===== config.mk =====
export PLATFORM = sky130hd
export DESIGN_NAME = keypad_scanner
export DESIGN_NICKNAME = d
export VERILOG_FILES = /design/src/rtl/keypad_scanner.sv
export SDC_FILE = /design/constraint.sdc
export NUM_CORES = 1
export LEC_CHECK = 0
export ABC_AREA = 1
export CAP_MARGIN = 15
export CORE_MARGIN = 1
export CORE_UTILIZATION = 45
export CTS_BUF_LIST = sky130_fd_sc_hd__clkbuf_8
export DETAILED_ROUTE_END_ITERATION = 6
export HOLD_SLACK_MARGIN = 0.15
export PLACE_DENSITY_LB_ADDON = 0.25
export SLEW_MARGIN = 20
export SYNTH_ARGS = -nofsm -noshare
export SYNTH_HDL_FRONTEND = slang
export SYNTH_SLANG_ARGS = --single-unit

===== constraint.sdc =====
create_clock -name clk -period 3.6 [get_ports clk]
set_input_delay 0.36 -clock clk [delete_from_list [all_inputs] [get_ports clk]]
set_output_delay 0.36 -clock clk [all_outputs]
set_load 0.02 [all_outputs]

===== src/rtl/keypad_scanner.sv =====
// keypad_scanner: 4x3 keypad column scan plus 4 pushbuttons, debounced
// over whole sweeps, emitting a one-hot key code with a valid strobe.
module keypad_scanner #(
    parameter int SCAN_CNT        = 1000,
    parameter int DEBOUNCE_SWEEPS = 4
) (
    input  logic        clk,
    input  logic        rst,
    input  logic [3:0]  key_row,
    input  logic [3:0]  btn,
    output logic [2:0]  key_col,
    output logic [15:0] scan_data,
    output logic        valid
);
    localparam int DW = (SCAN_CNT > 1) ? $clog2(SCAN_CNT) : 1;
    localparam int SW = $clog2(DEBOUNCE_SWEEPS + 1);
    localparam logic [DW-1:0] DWELL_LAST  = DW'(SCAN_CNT - 1);
    localparam logic [SW-1:0] STABLE_MAX  = SW'(DEBOUNCE_SWEEPS);
    localparam logic [SW-1:0] STABLE_LAST = SW'(DEBOUNCE_SWEEPS - 1);

    typedef enum logic [1:0] {COL0, COL1, COL2} col_t;

    col_t          r_col;
    col_t          w_col_next;
    logic [2:0]    r_key_col;
    logic [2:0]    w_key_col_next;
    logic [3:0]    r_row_s1;
    logic [3:0]    r_row_s2;
    logic [3:0]    r_btn_s1;
    logic [3:0]    r_btn_s2;
    logic [DW-1:0] r_dwell;
    logic [15:0]   r_snap;
    logic [15:0]   r_prev;
    logic [SW-1:0] r_stable;
    logic [15:0]   r_deb;
    logic          r_fire;
    logic          r_valid;
    logic [15:0]   r_scan_data;

    logic          w_cap;
    logic          w_sweep_end;
    logic [15:0]   w_snap;
    logic          w_same;
    logic [SW-1:0] w_stable_next;
    logic          w_commit;
    logic          w_onehot;
    logic          w_fire;

    assign w_cap       = (r_dwell == DWELL_LAST);
    assign w_sweep_end = w_cap && (r_col == COL2);

    always_ff @(posedge clk or posedge rst) begin
        if (rst) begin
            r_col     <= COL0;
            r_key_col <= 3'b001;
        end else begin
            r_col     <= w_col_next;
            r_key_col <= w_key_col_next;
        end
    end

    always_comb begin
        w_col_next     = r_col;
        w_key_col_next = r_key_col;
        if (w_cap) begin
            case (r_col)
                COL0: begin
                    w_col_next     = COL1;
                    w_key_col_next = 3'b010;
                end
                COL1: begin
                    w_col_next     = COL2;
                    w_key_col_next = 3'b100;
                end
                default: begin
                    w_col_next     = COL0;
                    w_key_col_next = 3'b001;
                end
            endcase
        end
    end

    // Key (r,c) lands on bit 4+3r+c; buttons ride along with column 2.
    always_comb begin
        w_snap = r_snap;
        for (int r = 0; r < 4; r++) begin
            for (int c = 0; c < 3; c++) begin
                if (r_key_col[c]) w_snap[4 + 3*r + c] = r_row_s2[r];
            end
        end
        if (r_key_col[2]) w_snap[3:0] = r_btn_s2;
    end

    always_comb begin
        w_same        = (w_snap == r_prev);
        w_stable_next = r_stable;
        w_commit      = 1'b0;
        if (!w_same) begin
            w_stable_next = SW'(1);
            w_commit      = (DEBOUNCE_SWEEPS == 1);
        end else if (r_stable != STABLE_MAX) begin
            w_stable_next = r_stable + SW'(1);
            w_commit      = (r_stable == STABLE_LAST);
        end
        w_onehot = (w_snap != 16'h0000) &&
                   ((w_snap & (w_snap - 16'd1)) == 16'h0000);
        w_fire   = w_commit && w_onehot && (w_snap != r_deb);
    end

    always_ff @(posedge clk or posedge rst) begin
        if (rst) begin
            r_row_s1    <= '0;
            r_row_s2    <= '0;
            r_btn_s1    <= '0;
            r_btn_s2    <= '0;
            r_dwell     <= '0;
            r_snap      <= '0;
            r_prev      <= '0;
            r_stable    <= '0;
            r_deb       <= '0;
            r_fire      <= 1'b0;
            r_valid     <= 1'b0;
            r_scan_data <= '0;
        end else begin
            r_row_s1 <= key_row;
            r_row_s2 <= r_row_s1;
            r_btn_s1 <= btn;
            r_btn_s2 <= r_btn_s1;
            r_dwell  <= w_cap ? '0 : r_dwell + DW'(1);
            if (w_cap) r_snap <= w_snap;
            r_fire <= 1'b0;
            if (w_sweep_end) begin
                r_stable <= w_stable_next;
                if (!w_same) r_prev <= w_snap;
                if (w_commit) r_deb <= w_snap;
                r_fire <= w_fire;
            end
            // Strobe and data go out one edge after the committing sweep end.
            r_valid <= r_fire;
            if (r_fire) r_scan_data <= r_deb;
        end
    end

    assign key_col   = r_key_col;
    assign scan_data = r_scan_data;
    assign valid     = r_valid;

endmodule

# Yosys cells after proc, flatten, opt, wreduce, memory -nomap -nowiden
# Index checks and enable logic that the tools add are counted.
# Widths: inputs -> output; s select.
[totals]
reg_bits = 100
latch_bits = 0
mem_bits_rw = 0
rom_bits = 0
input_bits = 10
output_inout_bits = 20
elab_cells = 58
memories = 0
[op_classes]
addsub = 3
n_mul = 0
div_mod_pow = 0
magnitude_cmp = 0
n_eq_ne = 8
shifts = 0
mux = 21
bitwise = 2
n_reduce_logical = 10
[ops]
columns = ["operator", "n"]
rows = [
  ["$and 16x16->16", 1],
  ["$eq 16x16->1", 1],
  ["$logic_not 16->1", 1],
  ["$ne 16x16->1", 1],
  ["$reduce_bool 16->1", 1],
  ["$sub 16x1->16 const B", 1],
  ["$mux 1", 15],
  ["$add 10x1->10 const B", 1],
  ["$eq 10x10->1 const B", 1],
  ["$mux 10", 1],
  ["$mux 3", 2],
  ["$pmux 3 s2", 1],
  ["$reduce_and 2->1", 3],
  ["$logic_and 1x1->1", 4],
  ["$mux 4", 1],
  ["$pmux 2 s2", 1],
  ["$add 3x1->3 const B", 1],
  ["$eq 3x2->1 const B", 1],
  ["$ne 3x3->1 const B", 1],
  ["$eq 2x1->1 const B", 1],
  ["$eq 2x2->1 const B", 1],
  ["$logic_not 2->1", 1],
  ["$ne 2x1->1 const B", 1],
  ["$not 1->1", 1],
]

# Logic depth before layout (Yosys ltp)
# Gate-level depths: netlist (run 1).
[depth]
depth_word = 8
mapped_depth = 15
depth_no_buf = 12

# Worst setup path before layout (run 1)
# No wires, ideal clock.
[synth_timing]
path_kind = "register to register"
start = "register r_col[1]"
end = "register r_deb[4]"
setup_time_ns = 0.122
arrival_time_ns = 1.756
t_required_ns = 3.478
slack_ns = 1.722
stages_incl_launch_ff = 14
path_buffers = 3
period_less_slack_ns = 1.878
path_cell_list = "dfrtp_1 > buf_6 > buf_4 > nand2_1 > nand2_2 > nand2_1 > nand2_1 > nor2_1 > nand2_1 > nor2_4 > nand3b_4 > buf_6 > nand2_1 > o21ai_2"
[synth_via]
elab_chain_len = 3
[synth_rtl]
columns = ["element", "line_no", "rtl"]
rows = [
  ["from (decl)", "23", "col_t r_col;"],
  ["from (signal assigned)", "57", "r_col <= w_col_next;"],
  ["$eq 2x2->1", "50", "assign w_sweep_end = w_cap && (r_col == COL2);"],
  ["$logic_and 1x1->1", "50", ""],
  ["$reduce_and 2->1 (no line)", "--", ""],
  ["to (signal assigned)", "135", "if (w_commit) r_deb <= w_snap;"],
  ["to (decl)", "35", "logic [15:0] r_deb;"],
]
# No other way between the ends.
# A chain may end at the register's enable or synchronous reset.

# Final worst setup path (run 1)
[layout_timing]
start = "register r_col[1]"
end = "register r_deb[15]"
# The elaborated chain is that of the path after synthesis.

==> impl_metrics.yaml, run 1 <==
worst_setup_path:
  crit_slowest_cell: "dfrtp_1"
  timing.rr.start: "r_col[1]$_DFFE_PP0N_"
  crit_cells: 11
  cp_max_fo: 28
  worstPathCellList: "inv_4 -> nand2_1 -> nand2_1 -> nand2_1 -> nand2_1 -> nor2_1 -> nand2_1 -> nor2_4 -> nand3b_4 -> nand2_1 -> o21ai_2"
  cpPeakStageDelay_ns: 0.71
  start_kind: "flip-flop"
  crit_type: "reg -> reg"
  rr_endpoint: "r_deb[15]$_DFFE_PP0P_"
  required_ns: 3.85
  r2r_setup_slack_ns: 1.08
  endpoint_kind: "flip-flop"
  worst-path-buf-inv: 1
  cpMostUsedCell: "nand2_1"
  reg2reg_depth: 11
  crit_family: "simple AND/OR/NAND/NOR gates"
  arrival_ns: 2.78
synthesis:
  synth_cell_types: 31
  postSynthCellCount: 587
  synthTopCellsByArea: "dfrtp_1, nand2_1, o21ai_2"
  yosysTopAreaCell: "dfrtp_1"
  synth_top_area_frac: 0.486
  ys_warn_count: 0
  synth_seq_cells: 98
  syn-cell-area_um2: 5000
  syn-num-nets: 601
  yosysSeqAreaShare: 0.491
  avgSynthCellArea_um2: 8.52
power:
  peakVddDrop_mv: 0.175
  finalPower_mw: 1.96
  power.density_nw_per_um2: 351
  p_leak_nw: 2.84
placement:
  place_worst_setup_slack_ns: 1.09
  hpwl_mm: 7.65
  portBuffers: 29
  gp_congestion: 0.879
clocking:
  htreeDepth: 3
  clock_path_buffers: 2
  clk_pin_slew_worst_paths_ns: 0.10
  cts_made_buffers: 9
  clk_latency_ns: 0.37
  cts_tree: "done"
  cts_hold_buf: 0
  cts_root_buf: "clkbuf_8"
  cts_resized: 0
  post_cts_buffers: 0
  cts.sinks: 98
global_routing:
  grt_max_degree: 60
  overflow: 0
  grt_usage: 0.202
  antenna_found_initial: 0
  grt_pass1_vias: 3746
  grt_pass1_wl_mm: 18.1
worst_hold_path:
  hold_path_class: "reg -> reg"
  holdPathEnd: "r_row_s2[1]$_DFF_PP0_"
  holdCritStartpoint: "r_row_s1[1]$_DFF_PP0_"
  min_path_cells: 0
layout:
  drive_gt1_frac: 0.161
  insertedDiodeCount: 0
  area_delta_synth_final_pct: 11.9
  final_net_count: 629
floorplanning:
  io_pins: 30
  initial_utilization: 0.461
  die_h_um: 107
  rows: 38
  fp.dieW_um: 107
  coreArea_um2: 10800
  dieArea_um2: 11500
timing:
  skew_ns: 0.0102
  hold_viol: 0
  setup_tns_ns: 0
  rsz0062_at_grt: "no"
  fin_ws_ns: 1.08
  fin_crit_ns: 2.52
  drv_slew: 0
  hold_slack_ns: 0.356
  tightest_slew_ns: 0.747
  fmax_ghz: 0.396
  slew_headroom: 0.502
  finalCritPeriodShare: 0.701
  setup_viol: 0
detailed_routing:
  drc_errors: 0
  routedWlPerCell_um: 14.0
  routed-via-count: 3842
  drtIter0Drc: 235
  viasPerCell: 5.06
  drtPass1Iterations: 4
  wl_mm: 10.6
  ant_nets: 0
outcome:
  status: "completed"
flow_run:
  maxCapViolCount: 0
[how the worst max path moves through the flow]
| stage | startpoint | end | slack (ns) |
|---|---|---|---|
| 3_5_place_dp | r_col[1]$_DFFE_PP0N_ | r_deb[15]$_DFFE_PP0P_ | 1.09 |
| 4_1_cts | r_col[1]$_DFFE_PP0N_ | r_deb[15]$_DFFE_PP0P_ | 1.05 |
| 2_1_floorplan | rst | r_btn_s1[0]$_DFF_PP0_ | 0.68 |
| 5_1_grt | r_col[1]$_DFFE_PP0N_ | r_deb[15]$_DFFE_PP0P_ | 0.78 |
| 3_3_place_gp | r_col[1]$_DFFE_PP0N_ | r_deb[4]$_DFFE_PP0P_ | 1.18 |
| 6_report | r_col[1]$_DFFE_PP0N_ | r_deb[15]$_DFFE_PP0P_ | 1.08 |
[placed cells by master (no fill, tap or decap)]
master	instances
a211oi_1	1
a21oi_1	8
a31oi_1	1
buf_4	3
bufinv_16	2
clkbuf_8	10
clkdlybuf4s50_1	29
clkinv_2	2
dfrtp_1	97
dfstp_2	1
ha_1	4
inv_1	52
inv_2	1
inv_4	3
inv_6	2
mux2_2	14
nand2_1	188
nand2_2	21
nand2_4	7
nand3_1	24
nand3b_1	2
nand3b_4	1
nand4_1	5
nor2_1	59
nor2_4	3
nor3_1	4
nor4_4	1
o21ai_0	28
o21ai_2	29
o21bai_1	1
o31ai_1	1
xnor2_1	3
xor2_1	13
[where the power goes]
part           internal [mW]  total, mW  switching (mW)
combinational         0.0106     0.0341          0.0235
sequential              1.11       1.11         0.00537
clock                  0.413      0.813           0.400
[cell families (layout without fill, tap and decap cells)]
family | count (synthesis) | count (layout) | synth area share
and+or+nand+nor | 315 | 315 | 0.280
DFF | 98 | 98 | 0.491
buffers and inverters | 71 | 104 | 0.0671
AOI/OAI and AO/OA | 69 | 69 | 0.0926
xor gates and xnor gates | 16 | 16 | 0.0280
muxes | 14 | 14 | 0.0315
adders and majority gates | 4 | 4 | 0.0100
[flip-flops by register name (all words and copies together) (netlist names), 4 cells and up]
register   cells
r_btn_s1       4
r_btn_s2       4
r_deb         16
r_dwell       10
r_prev        16
r_row_s1       4
r_row_s2       4
r_snap        16
scan_data     16
[per-stage QoR]
stage	utilization	instances	cell area [um^2]
floorplan	-	587	5000
finish	0.516	760	5590
detailed placement	0.495	744	5370
CTS	0.516	760	5590
global route	0.516	760	5590
global placement	0.495	744	5370
[final cells by class]
type                    count  area [um^2]
fillers                   998         5250
flip-flops and latches     98         2450
multi-input cells         418         2210
repair buffers             32          313
inverters                  56          218
well taps                 140          175
clock buffers              10          138
clock inverters             6         87.6
[layer usage]
| layer | track usage | share of wire |
|---|---|---|
| met5 | 0 | 0 |
| met4 | 0.0939 | 0.020 |
| met3 | 0.0357 | 0.034 |
| met2 | 0.335 | 0.49 |
| met1 | 0.258 | 0.45 |
[cell usage after synthesis]
cell and count:
nand2_1 188, dfrtp_1 97, nor2_1 59, inv_1 53, o21ai_2 29, o21ai_0 28, nand3_1 24, nand2_2 21
mux2_2 14, xor2_1 13, a21oi_1 8, nand2_4 7, buf_6 6, clkbuf_1 6, nand4_1 5, ha_1 4
nor3_1 4, nor2_4 3, xnor2_1 3, buf_4 2, inv_4 2, nand3b_1 2, a211oi_1 1, a31oi_1 1
buf_8 1, dfstp_2 1, inv_2 1, nand3b_4 1, nor4_4 1, o21bai_1 1, o31ai_1 1
(Power assumes the default switching activity.)
==> inputs of run 2 (changes only) <==
==> constraint.sdc (replaced) <==
create_clock -name clk -period 2.2 [get_ports clk]
set_input_delay 0.22 -clock clk [delete_from_list [all_inputs] [get_ports clk]]
set_output_delay 0.22 -clock clk [all_outputs]
set_load 0.02 [all_outputs]
==> impl_metrics.yaml, run 2 (same netlist as run 1, synthesis figures left out) <==
outcome:
  status: "completed"
clocking:
  cts_made_buffers: 9
  htreeDepth: 3
  cts_hold_buf: 0
  clock_path_buffers: 2
  cts_root_buf: "clkbuf_8"
  cts_tree: "done"
  clk_pin_slew_worst_paths_ns: 0.09
  cts.sinks: 98
  clk_latency_ns: 0.37
worst_hold_path:
  hold_path_class: "in -> reg"
  min_path_cells: 1
  holdCritStartpoint: "btn[0]"
  holdPathEnd: "r_btn_s1[0]$_DFF_PP0_"
timing:
  fmax_ghz: 0.474
  fin_crit_ns: 2.11
  skew_ns: 0.0108
  hold_viol: 0
  drv_slew: 0
  slew_headroom: 0.523
  finalCritPeriodShare: 0.959
  setup_viol: 0
  tightest_slew_ns: 0.715
  setup_tns_ns: 0
  hold_slack_ns: 0.282
floorplanning:
  io_pins: 30
  coreArea_um2: 10800
  initial_utilization: 0.461
  fp.dieW_um: 107
  rows: 38
  dieArea_um2: 11500
  die_h_um: 107
global_routing:
  antenna_found_initial: 0
  grt_pass1_vias: 3842
  grt_max_degree: 99
  grt_usage: 0.209
  grt_pass1_wl_mm: 18.3
  overflow: 0
power:
  clock_power_share: 0.345
  power.density_nw_per_um2: 491
  p_sw_mw: 0.619
  p_int_mw: 2.25
  seqPwrFrac: 0.635
  switching_share: 0.216
  peakVddDrop_mv: 0.295
  finalPower_mw: 2.87
  combPwrFrac: 0.020
  p_leak_nw: 2.98
placement:
  hpwl_mm: 7.57
  portBuffers: 29
  gp_congestion: 0.838
  dp.cells: 758
worst_setup_path:
  arrival_ns: 2.43
  start_kind: "flip-flop"
  timing.rr.start: "key_col[0]$_DFFE_PP1N_"
  cp_max_fo: 7
  endpoint_kind: "flip-flop"
  crit_type: "reg -> reg"
  required_ns: 2.52
  rr_endpoint: "r_stable[1]$_DFFE_PP0P_"
  reg2reg_depth: 13
  r2r_setup_slack_ns: 0.09
detailed_routing:
  viasPerCell: 4.98
  routedWlPerCell_um: 14.0
  wl_mm: 11.1
  drtIter0Drc: 259
  drc_errors: 0
  routed-via-count: 3926
  drtPass1Iterations: 5
  ant_nets: 0
layout:
  drive_gt1_frac: 0.197
  layout_commonest_cell: "nand2_1"
  final_net_count: 658
  stdcell_count: 789
  area_delta_synth_final_pct: 16.9
  insertedDiodeCount: 0
  utilization: 0.539
  layout_common_cells: "nand2_1, dfrtp_1, inv_1"
flow_run:
  maxCapViolCount: 0
run 2: cell count changes in the layout (fill, tap and decap cells not counted), sizes merged:
cell      change
inv           +3
clkinv        -2
buf          +26
bufinv        -2
nand3b        +3
clkinvlp      +1
run 2: repair_timing:
action	in CTS	in global routing
resized for setup	2	7
setup buffers	3	9
endpoints found under the setup margin	22	30
cloned	1	2
pin swaps	2	4
run 2: critical path: stages (launching register included):
cell and delay, ns:
dfstp_2 0.63, inv_4 0.10, nand2_2 0.08, nand2_2 0.10, nand2_1 0.09, nand2_1 0.07
nor2_2 0.12, nand2_1 0.10, nor2_4 0.17, buf_4 0.17, nand3b_1 0.17, nand2_2 0.13
nand2_1 0.06, nand2_1 0.06
run 2: power groups by stage:
stage               clock, mW  combinational [mW]  sequential, mW
finish                  0.992              0.0566            1.82
global route             1.10              0.0670            1.82
CTS                      1.03              0.0602            1.82
detailed placement          0              0.0602            1.86
global placement            0              0.0598            1.86
floorplan                   0              0.0289            1.86
run 2: area by class of cell:
cell class | count | area [um^2]
multi-input combinational | 421 | 2290
inverter | 56 | 219
tap | 140 | 175
timing repair buffer | 58 | 546
fill | 1016 | 5000
clock inverter | 6 | 22.5
sequential | 98 | 2460
clock buffer | 10 | 138
run 2: worst max-delay path by stage:
stage / from / endpoint / slack [ns]
4_1_cts: r_col[0]$_DFFE_PP0N_ / r_prev[2]$_DFFE_PP0P_ / 0.02
5_1_grt: r_dwell[0]$_DFF_PP0_ / r_deb[1]$_DFFE_PP0P_ / -0.01
3_3_place_gp: r_col[0]$_DFFE_PP0N_ / r_deb[3]$_DFFE_PP0P_ / -0.07
6_report: key_col[0]$_DFFE_PP1N_ / r_stable[1]$_DFFE_PP0P_ / 0.09
3_5_place_dp: r_col[0]$_DFFE_PP0N_ / r_deb[3]$_DFFE_PP0P_ / -0.09
2_1_floorplan: r_col[1]$_DFFE_PP0N_ / r_deb[4]$_DFFE_PP0P_ / 0.32
run 2: through the flow:
step                cell area (um^2)  setup WS, ns
floorplan                       5000         0.322
global route                    5840       -0.0148
global placement                5500       -0.0738
finish                          5840        0.0910
detailed placement              5500       -0.0857
CTS                             5700        0.0222
run 2: metal layers:
| metal | track usage | vias to the layer above | routed length (um) | share of wire |
|---|---|---|---|---|
| li1 | - | 1963 | - | - |
| met1 | 0.269 | 1864 | 5020 | 0.45 |
| met2 | 0.335 | 79 | 5330 | 0.48 |
| met3 | 0.0484 | 20 | 437 | 0.040 |
| met4 | 0.0969 | 0 | 265 | 0.024 |
| met5 | 0 | - | 0 | 0 |
==> inputs of run 3 (changes only) <==
--- a/config.mk
+++ b/config.mk
@@ -7,13 +7,12 @@
 export LEC_CHECK = 0
 export ABC_AREA = 1
 export CAP_MARGIN = 15
-export CORE_MARGIN = 1
+export CORE_MARGIN = 2
 export CORE_UTILIZATION = 45
 export CTS_BUF_LIST = sky130_fd_sc_hd__clkbuf_8
 export DETAILED_ROUTE_END_ITERATION = 6
 export HOLD_SLACK_MARGIN = 0.15
 export PLACE_DENSITY_LB_ADDON = 0.25
-export SLEW_MARGIN = 20
 export SYNTH_ARGS = -nofsm -noshare
 export SYNTH_HDL_FRONTEND = slang
 export SYNTH_SLANG_ARGS = --single-unit
==> impl_metrics.yaml, run 3 (same netlist as run 1, synthesis figures left out) <==
outcome:
  status: "completed"
worst_setup_path:
  cpMostUsedCell: "nand2_1"
  worstPathCellList: "inv_4 -> nand2_4 -> nand2_4 -> nand2_2 -> nand2_1 -> nor2_1 -> nand2_1 -> nor2_4 -> nand3b_4 -> nand2_1 -> o21ai_2"
  crit_slowest_cell: "dfstp_2"
  cpPeakStageDelay_ns: 0.63
  start_kind: "flip-flop"
  worst-path-buf-inv: 1
  crit_type: "reg -> reg"
  crit_family: "simple AND/OR/NAND/NOR gates"
  arrival_ns: 2.41
  required_ns: 2.46
  endpoint_kind: "flip-flop"
  cp_max_fo: 28
timing:
  skew_ns: 0.0156
  rsz0062_at_grt: "yes"
  setup_viol: 0
  fmax_ghz: 0.465
  slew_headroom: 0.523
  drv_slew: 0
  hold_viol: 0
  fin_crit_ns: 2.15
  tightest_slew_ns: 0.716
  finalCritPeriodShare: 0.977
global_routing:
  grt_pass1_wl_mm: 17.5
  antenna_found_initial: 0
  grt_pass1_vias: 3623
  grt_usage: 0.192
  grt_max_degree: 99
  overflow: 0
layout:
  nFillCells: 1053
  layout_common_cells: "nand2_1, dfrtp_1, nor2_1"
  stdcell_count: 773
  final_net_count: 642
  area_delta_synth_final_pct: 14.2
  drive_gt1_frac: 0.177
  layout_commonest_cell: "nand2_1"
  insertedDiodeCount: 0
clocking:
  htreeDepth: 3
  cts_tree: "done"
  clock_path_buffers: 2
  clk_pin_slew_worst_paths_ns: 0.10
  cts_hold_buf: 0
  post_cts_buffers: 0
  cts.sinks: 98
  cts_root_buf: "clkbuf_8"
  clk_latency_ns: 0.38
  cts_made_buffers: 9
power:
  p_leak_nw: 2.89
  peakVddDrop_mv: 0.597
  finalPower_mw: 3.08
  power.density_nw_per_um2: 539
floorplanning:
  rows: 38
  die_h_um: 109
  dieArea_um2: 12000
  coreArea_um2: 10800
  io_pins: 30
  fp.dieW_um: 109
  initial_utilization: 0.461
detailed_routing:
  viasPerCell: 4.94
  drtPass1Iterations: 5
  routed-via-count: 3822
  drtIter0Drc: 247
  wl_mm: 10.4
  routedWlPerCell_um: 13.4
  ant_nets: 0
  drc_errors: 0
placement:
  hpwl_mm: 7.43
  gp_congestion: 0.825
  portBuffers: 29
  dp.cells: 757
flow_run:
  maxCapViolCount: 0
worst_hold_path:
  hold_path_class: "in -> reg"
==> run 3: cell count changes in the layout (fill, tap and decap cells not counted), sizes merged <==
cell    before  now
buf         29   16
clkinv       0    2
bufinv       0    1
clkbuf      10   11
inv         61   57
nand3b       6    3
==> run 3: cell type report <==
class                      instances  area (um^2)  share of cell area
multi-input combinational        418         2220               0.389
clock buffer                      11          151              0.0265
timing repair buffer              45          435              0.0763
inverter                          56          219              0.0384
sequential                        98         2450               0.430
clock inverter                     5         55.1             0.00964
tap                              140          175              0.0307
==> run 3: worst register-to-register path: stages (launching register included) <==
cell and delay [ns]:
dfstp_2 0.63, inv_4 0.09, nand2_4 0.08, nand2_4 0.07, nand2_2 0.06, nand2_1 0.05, nor2_1 0.10, nand2_1 0.11
nor2_4 0.21, nand3b_4 0.35, nand2_1 0.21, o21ai_2 0.06
==> run 3: routing by layer <==
layer / GRT usage / up-vias / routed length [um]
met5: 0 / - / 0
met4: 0.0588 / 0 / 143
met3: 0.0480 / 10 / 395
met2: 0.325 / 66 / 5100
met1: 0.242 / 1819 / 4730
li1: - / 1927 / -
==> run 3: per-stage QoR <==
stage	TNS (ns)	cell area [um^2]	hold WS (ns)	util	worst slack [ns]
floorplan	0	5000	0.251	-	0.322
global placement	0	5490	0.332	0.507	0.145
detailed placement	0	5490	0.335	0.507	0.0607
CTS	0	5700	0.254	0.526	0.0430
global route	-1.14	5710	0.245	0.527	-0.105
finish	0	5710	0.265	0.527	0.0508
==> run 3: path summary, 6_finish.rpt <==
kind	start	endpoint	slack, ns	cells after the start
setup / recovery	key_col[0]$_DFFE_PP1N_	r_deb[3]$_DFFE_PP0P_	0.05	11
hold reg to reg	r_row_s1[3]$_DFF_PP0_	r_row_s2[3]$_DFF_PP0_	0.36	0
hold / removal	key_row[0]	r_row_s1[0]$_DFF_PP0_	0.26	1
max in group asynchronous	rst	r_col[0]$_DFFE_PP0N_	1.45	3
setup reg to reg	key_col[0]$_DFFE_PP1N_	r_deb[3]$_DFFE_PP0P_	0.05	11
min in group asynchronous	rst	r_btn_s1[2]$_DFF_PP0_	0.32	3
==> run 3: report_power, final <==
part	internal (mW)	switching (mW)
Sequential	1.81	0.00855
Combinational	0.0187	0.0384
Clock	0.584	0.614
Total	2.42	0.661
==> run 3: repair_timing <==
action	CTS	global route
endpoints found under the hold margin	0	0
setup endpoints to repair	0	24
resized for setup	0	2
